## src/rtl/i2c_init_master.sv

```systemverilog
// Bit-level I2C write master that walks an external init ROM.
// Indices go out to the ROM, the addressed bit comes back on msg_bit, and the
// sequence START / 9 bits per byte / STOP / GAP is run once per start request.
// Every phase is four SCL quarters long; a quarter is CLK_DIV clock cycles.
module i2c_init_master #(
  parameter int BI_BW   = 3,
  parameter int MI_BW   = 2,
  parameter int TI_BW   = 5,
  parameter int CLK_DIV = 125
) (
  input  logic             clock,
  input  logic             reset,
  input  logic             start,
  output logic [BI_BW-1:0] index_bit,
  output logic [MI_BW-1:0] index_msg,
  output logic [TI_BW-1:0] index_trans,
  input  logic [BI_BW-1:0] LIMIT_BIT,
  input  logic [MI_BW-1:0] LIMIT_MSG,
  input  logic [TI_BW-1:0] LIMIT_TRANS,
  input  logic             msg_bit,
  output logic             scl,
  output logic             sda_oe,
  input  logic             sda_in,
  output logic             busy,
  output logic             done,
  output logic             nack_error
);

  localparam int CW = (CLK_DIV > 2) ? $clog2(CLK_DIV) : 1;
  localparam logic [CW-1:0] CNT_MAX = CW'(CLK_DIV - 1);

  typedef enum logic [2:0] {
    S_IDLE, S_START, S_BIT, S_ACK, S_STOP, S_GAP, S_DONE
  } state_t;

  state_t           state_q, state_d;
  logic [1:0]       qtr_q, qtr_d;
  logic [CW-1:0]    cnt_q, cnt_d;
  logic [BI_BW-1:0] ib_q, ib_d;
  logic [MI_BW-1:0] im_q, im_d;
  logic [TI_BW-1:0] it_q, it_d;
  logic             busy_q, busy_d;
  logic             done_q, done_d;
  logic             nack_q, nack_d;
  logic             abort_q, abort_d;
  logic             bit_q, bit_d;
  logic             ack_q, ack_d;
  logic             tick, last;

  assign tick = (cnt_q == CNT_MAX);
  assign last = tick && (qtr_q == 2'd3);

  // State register; reset drops straight back to an idle, released bus.
  always_ff @(posedge clock or negedge reset) begin
    if (!reset) begin
      state_q <= S_IDLE;
      qtr_q   <= '0;
      cnt_q   <= '0;
      ib_q    <= '0;
      im_q    <= '0;
      it_q    <= '0;
      busy_q  <= 1'b0;
      done_q  <= 1'b0;
      nack_q  <= 1'b0;
      abort_q <= 1'b0;
      bit_q   <= 1'b0;
      ack_q   <= 1'b0;
    end else begin
      state_q <= state_d;
      qtr_q   <= qtr_d;
      cnt_q   <= cnt_d;
      ib_q    <= ib_d;
      im_q    <= im_d;
      it_q    <= it_d;
      busy_q  <= busy_d;
      done_q  <= done_d;
      nack_q  <= nack_d;
      abort_q <= abort_d;
      bit_q   <= bit_d;
      ack_q   <= ack_d;
    end
  end

  // Quarter timing, index walking and phase sequencing.
  always_comb begin
    state_d = state_q;
    qtr_d   = qtr_q;
    cnt_d   = cnt_q;
    ib_d    = ib_q;
    im_d    = im_q;
    it_d    = it_q;
    busy_d  = busy_q;
    done_d  = done_q;
    nack_d  = nack_q;
    abort_d = abort_q;
    bit_d   = bit_q;
    ack_d   = ack_q;

    if (state_q == S_IDLE || state_q == S_DONE) begin
      cnt_d = '0;
      qtr_d = '0;
    end else begin
      cnt_d = tick ? '0 : cnt_q + CW'(1);
      if (tick) qtr_d = qtr_q + 2'd1;
    end

    case (state_q)
      S_IDLE, S_DONE: begin
        if (start) begin
          state_d = S_START;
          busy_d  = 1'b1;
          done_d  = 1'b0;
          nack_d  = 1'b0;
          abort_d = 1'b0;
          ib_d    = '0;
          im_d    = '0;
          it_d    = '0;
        end
      end
      S_START: if (last) state_d = S_BIT;
      S_BIT: begin
        // Grab the ROM bit on the first cycle of q0: the indices moved on the
        // previous tick, so the ROM has had a full cycle to settle.
        if (qtr_q == 2'd0 && cnt_q == '0) bit_d = msg_bit;
        if (last) begin
          if (ib_q == LIMIT_BIT) begin
            ib_d    = '0;
            state_d = S_ACK;
          end else begin
            ib_d = ib_q + BI_BW'(1);
          end
        end
      end
      S_ACK: begin
        if (tick && qtr_q == 2'd2) ack_d = sda_in;
        if (last) begin
          if (ack_q) begin
            nack_d  = 1'b1;
            abort_d = 1'b1;
            state_d = S_STOP;
          end else if (im_q == LIMIT_MSG) begin
            state_d = S_STOP;
          end else begin
            im_d    = im_q + MI_BW'(1);
            state_d = S_BIT;
          end
        end
      end
      S_STOP: if (last) state_d = S_GAP;
      S_GAP: begin
        if (last) begin
          if (abort_q || it_q == LIMIT_TRANS) begin
            state_d = S_DONE;
            busy_d  = 1'b0;
            done_d  = 1'b1;
          end else begin
            it_d    = it_q + TI_BW'(1);
            im_d    = '0;
            state_d = S_START;
          end
        end
      end
      default: state_d = S_IDLE;
    endcase
  end

  // Bus levels decoded from phase and quarter; SDA only moves with SCL low
  // except the START fall (q2) and the STOP rise (q2).
  always_comb begin
    scl    = 1'b1;
    sda_oe = 1'b0;
    case (state_q)
      S_START: begin
        scl    = (qtr_q != 2'd3);
        sda_oe = qtr_q[1];
      end
      S_BIT: begin
        scl    = qtr_q[1];
        sda_oe = ~bit_q;
      end
      S_ACK: scl = qtr_q[1];
      S_STOP: begin
        scl    = (qtr_q != 2'd0);
        sda_oe = ~qtr_q[1];
      end
      default: ;
    endcase
  end

  assign index_bit   = ib_q;
  assign index_msg   = im_q;
  assign index_trans = it_q;
  assign busy        = busy_q;
  assign done        = done_q;
  assign nack_error  = nack_q;

endmodule
```

## config.mk

```make
export PLATFORM = sky130hd
export DESIGN_NAME = i2c_init_master
export DESIGN_NICKNAME = d
export VERILOG_FILES = /design/src/rtl/i2c_init_master.sv
export SDC_FILE = /design/constraint.sdc
export NUM_CORES = 1
export LEC_CHECK = 0
export ABC_AREA = 1
export BUFFER_PORTS_ARGS = -buffer_cell sky130_fd_sc_hd__buf_2
export CORE_ASPECT_RATIO = 0.6
export CORE_MARGIN = 3
export CORE_UTILIZATION = 50
export CTS_CLUSTER_DIAMETER = 150
export DETAILED_ROUTE_END_ITERATION = 7
export GPL_TIMING_DRIVEN = 0
export PLACE_DENSITY = 0.76
export SETUP_SLACK_MARGIN = 0.05
export SLEW_MARGIN = 20
export SYNTH_ARGS = -nofsm -noshare
export SYNTH_HDL_FRONTEND = slang
export SYNTH_SLANG_ARGS = --single-unit
```

## constraint.sdc

```tcl
create_clock -name clock -period 3.7 [get_ports clock]
set_input_delay 0.37 -clock clock [delete_from_list [all_inputs] [get_ports clock]]
set_output_delay 0.37 -clock clock [all_outputs]
set_load 0.01 [all_outputs]
```

; After elaboration in Yosys (flattened, before gate mapping)
; Cells that the tools add are included.
[op_classes]
n_addsub = 5
eq_ne = 25
muxes = 43
bitwise = 2
n_reduce_logical = 24
[op_table]
columns = op, count
row1 = two-way mux 3 bit, 13
row2 = "!= test 2 bit, second input constant", 13
row3 = case mux 3 bit (6 select lines), 1
row4 = two-way mux 2 bit, 8
row5 = two-way mux 5 bit, 3
row6 = two-way mux 7 bit, 2
row7 = AND reduction 7 bit, 2
row8 = AND reduction 4 bit, 3
row9 = case mux 5 bit (2 select lines), 1
row10 = nonzero test 2 bit, 5
row11 = "== test 3 bit, second input constant", 3
row12 = two-way mux 1 bit, 8
row13 = "adder 7 x 1 -> 7 bit, second input constant", 1
row14 = "== test 7 bit, second input constant", 1
row15 = logical NOT 7 bit, 1
row16 = "== test 3 x 2 -> 1 bit, second input constant", 2
row17 = case mux 1 bit (2 select lines), 3
row18 = case mux 1 bit (3 select lines), 2
row19 = case mux 2 bit (3 select lines), 1
row20 = case mux 3 bit (2 select lines), 1
row21 = "adder 5 x 1 -> 5 bit, second input constant", 1
row22 = == test 5 bit, 1
row23 = "adder 2 x 1 -> 2 bit, second input constant", 2
row24 = "== test 2 bit, second input constant", 2
row25 = 13 further kinds, 19
[word_totals]
register_bits = 27
inputBits = 15
output_inout_bits = 15
word_cells = 110

; Longest topological paths before layout
[logic_depth]
word_depth = 5
ltp_mapped = 11
ltp_nobuf = 11

; Least setup slack after synthesis
; Ideal clock, no wire load.
[synth_path]
path_kind = register -> register
startpoint = register cnt_q[0]
endpoint = register ib_q[2] (netlist: index_bit[2])
setup_time_ns = 0.120
arrival_ns = 1.304
required_ns = 3.580
path_slack_ns = 2.275
stages_incl_launch_ff = 10
path_buffers = 0
period_less_slack_ns = 1.425
cell_sequence = dfrtp_1 inv_1 ha_1 nand2_1 nor2_1 nand3_2 o21ai_1 nand2_1 o21ai_0 nand2_1
[synth_between]
elab_chain_len = 4
[synth_rtl]
columns = item, line_no
row1 = start: declaration, 38  ; logic [CW-1:0] cnt_q, cnt_d;
row2 = start signal: assignment, 71  ; cnt_q <= cnt_d;
row3 = == test 7 bit, 50  ; assign tick = (cnt_q == CNT_MAX);
row4 = logical AND 1 bit, 51  ; assign last = tick && (qtr_q == 2'd3);
row5 = != test 2 bit (no source line), n/a
row6 = AND reduction 3 bit (no source line), n/a
row7 = end signal: assignment, 72  ; ib_q <= ib_d;
row8 = end: declaration, 39  ; logic [BI_BW-1:0] ib_q, ib_d;
; No other way between the ends.
; A chain may end at the register's enable or synchronous reset.

; Final worst setup path
[layout_path]
startpoint = register state_q[1]
endpoint = output port scl
[layout_between]
elab_chain_len = 3
elab_cells_between_ends = 6
cone_classes = 4 x eq/ne / 1 x mux / 1 x reduce/logical
[layout_rtl]
columns = item, line_no
row1 = start: declaration, 36  ; state_t state_q, state_d;
row2 = start signal: assignment, 69  ; state_q <= state_d;
row3 = == test 3 x 2 -> 1 bit, 172  ; case (state_q)
row4 = OR reduction 2 bit (no source line), n/a
row5 = case mux 1 bit (3 select lines) *, 172
row6 = end: declaration, 21  ; output logic scl,
; Mark *: on every way between the ends. The rest lies on a longest branch, timed or not.

==> flow_metrics.py <==
metrics = {
    "outcome": {
        "outcome": "finished clean",
    },
    "floorplan": {
        "fp.dieH_um": 52.0,
        "num_rows": 16,
        "dieArea_sq_mm": 0.00431,
        "core_sq_mm": 0.00332,
        "die_x_um": 82.7,
        "initial_utilization": 0.532,
        "boundaryPins": 30,
    },
    "logic_synthesis": {
        "synthCells": 242,
        "synth_area_sq_mm": 0.00177,
        "yosys_warnings": 0,
        "synth.yosys.seq_area_share": 0.382,
        "synth_top_area_frac": 0.382,
        "yosys.area.top_type": "dfrtp_1",
        "synth_nets": 265,
        "ys_seq_elements": 27,
        "yosys-top-cells-area": "dfrtp_1 (38%), nand2_1 (16%), nor2_1 (5.9%)",
        "synthDistinctLibCells": 27,
        "syn_avg_cell_area_sq_um": 7.30,
    },
    "timing": {
        "worst_pin_slew_ns": 0.610,
        "finalSetupTns_ns": 0,
        "skew_ns": 0.0123,
        "drv_slew": 0,
        "fin_crit_ns": 1.87,
        "final-setup-viol-count": 0,
        "rsz0062_at_grt": "no",
        "final_hold_viol_count": 0,
        "fin_crit_sh": 0.505,
        "max_freq_mhz": 535,
        "relSlewSlack": 0.593,
    },
    "clock_network": {
        "clk_pin_slew_ns": 0.10,
        "cts.sinks": 27,
        "cts.path.max_buffers": 2,
        "cts_resized": 0,
        "cts_inserted_buffers": 3,
        "root_buffer": "clkbuf_8",
        "cts_setup_buffers": 0,
        "ctsHoldBuffers": 0,
        "clk_latency_ns": 0.28,
        "htree_levels": 1,
        "cts_tree": "built",
    },
    "cells_and_area": {
        "postLayoutCoreUtil": 0.606,
        "drive_gt1_frac": 0.200,
        "syn2layout_area_growth_pct": 14.0,
        "fill_cells": 333,
        "n_antenna_cell": 0,
        "nNetsFinal": 299,
    },
    "route": {
        "wl_um": 3670,
        "vias": 1567,
        "firstDrtPassIters": 4,
        "viasPerCell": 4.90,
        "wl_per_cell_um": 11.5,
        "drtAntennaViolNets": 0,
        "drc_errors": 0,
        "drt_first_iter_violations": 102,
    },
    "pwr": {
        "seqPwrFrac": 0.340,
        "ir_drop_mv": 0.350,
        "p_int_mw": 0.642,
        "combPwrFrac": 0.519,
        "switching_share": 0.474,
        "cellPowerDensity_mw_per_mm2": 606,
        "p_clk_frac": 0.140,
        "p_leak_nw": 1.08,
        "p_sw_mw": 0.578,
    },
    "grt": {
        "antenna_found_initial": 0,
        "grt_util_met3": 0.0502,
        "gr-usage-met2": 0.247,
        "grt_overflow": 0,
        "grt_use_total": 0.195,
        "grt_pass1_wl_um": 6420,
        "grt_busiest_layer": "met1",
        "grt_pass1_vias": 1381,
        "use_met1": 0.321,
        "grt_start_max_net_pins": 28,
    },
    "critical_path": {
        "endpoint_kind": "output port",
        "crit_required_ns": 3.33,
        "crit_type": "flip-flop to output port",
        "arrival_ns": 1.50,
        "cp-start-kind": "flip-flop",
        "cp_max_fo": 6,
    },
    "run": {
        "drv_cap": 0,
    },
    "hold_path": {
        "hp-class": "input pin to asynchronous set/reset pin",
    },
    "placement": {
        "port_buffers": 29,
        "place_congestion": 0.810,
        "dp_hpwl_um": 2840,
    },
}
==> synth_stat cells (all sizes together) <==
library cell / number
o21a: 2
dfrtp: 27
a21boi: 1
nand2: 79
xor2: 4
nand4: 3
nand3b: 2
nor3: 2
inv: 34
ha: 8
o21bai: 1
xnor2: 5
nor3b: 3
nor2: 30
o221ai: 2
a211oi: 1
o21ai: 16
a21oi: 1
nand3: 21
==> state kept, by name (all words and copies together) (netlist names) <==
register and cells:
state_q 3, index_msg 2, abort_q 1, index_trans 5, bit_q 1, done 1
busy 1, ack_q 1, index_bit 3, qtr_q 2, cnt_q 7
==> layer usage <==
metal / share of wire / vias up
li1: - / 835
met1: 0.57 / 695
met2: 0.37 / 35
met3: 0.059 / 2
met4: 0.0030 / 0
met5: 0 / -
==> power groups by stage <==
stage	clock network (mW)	registers [mW]	logic, mW
2_1_floorplan	0	0.416	0.468
3_3_place_gp	0	0.418	0.613
3_5_place_dp	0	0.420	0.626
4_1_cts	0.174	0.415	0.633
5_1_grt	0.186	0.426	0.729
6_report	0.171	0.415	0.634
==> metrics by stage <==
| stage | setup slack (ns) | power (mW) | instances | cell area [sq um] | hold slack (ns) |
|---|---|---|---|---|---|
| 6_report | 1.83 | 1.22 | 320 | 2010 | 0.0832 |
| 5_1_grt | 1.71 | 1.34 | 320 | 2010 | 0.122 |
| 4_1_cts | 1.86 | 1.22 | 320 | 2010 | 0.105 |
| 3_5_place_dp | 2.05 | 1.05 | 316 | 1970 | 0.416 |
| 3_3_place_gp | 2.07 | 1.03 | 316 | 1970 | 0.410 |
| 2_1_floorplan | 2.28 | 0.884 | 242 | 1770 | 0.0744 |
==> path summary, 6_finish.rpt <==
check | startpoint | endpoint | slack [ns] | cells after the start
worst max-delay path | state_q[1]$_DFFE_PN0P_ | scl | 1.83 | 5
worst min-delay path | reset | cnt_q[5]$_DFF_PN0_ | 0.08 | 1
worst max register to register | cnt_q[0]$_DFF_PN0_ | index_trans[0]$_DFFE_PN0P_ | 2.03 | 11
worst min register to register | cnt_q[0]$_DFF_PN0_ | cnt_q[0]$_DFF_PN0_ | 0.49 | 1
max in group asynchronous | reset | index_trans[3]$_DFFE_PN0P_ | 3.20 | 1
min in group clock | sda_in | ack_q$_DFFE_PN0P_ | 0.29 | 3
==> critical path, cell delays in order (launching register included) <==
cell and delay, ns:
dfrtp_1 0.47, ha_1 0.26, nand2_1 0.07, o21a_1 0.11, o221ai_1 0.13, buf_2 0.18
==> layout by cell type (no fill, tap or decap), drive strengths merged, types with 3 or more instances in the layout <==
cell     n
nor2    30
nor3b    3
nand2   79
nand4    3
o21ai   16
ha       8
clkbuf   3
xnor2    5
buf     29
xor2     4
inv     34
nand3   21
dfrtp   27
==> final cells by class <==
| type | instances | area, sq um | area share |
|---|---|---|---|
| repair buffers | 29 | 145 | 0.0720 |
| multi-input cells | 181 | 963 | 0.478 |
| clock buffers | 3 | 41.3 | 0.0205 |
| clock inverters | 1 | 5.00 | 0.00248 |
| inverters | 34 | 128 | 0.0634 |
| flip-flops and latches | 27 | 676 | 0.335 |
| well taps | 45 | 56.3 | 0.0280 |
==> cell families (layout without fill, tap and decap cells) <==
logic type               Yosys count  count (layout)  share of synthesized area
AO/OA/AOI/OAI                     24              24                     0.0814
XOR/XNOR                           9               9                     0.0446
adder cells (fa/ha/maj)            8               8                     0.0567
buffers and inverters             34              67                     0.0722
flip-flops                        27              27                      0.382
AND/OR/NAND/NOR                  140             140                      0.363
(Power assumes the default switching activity.)
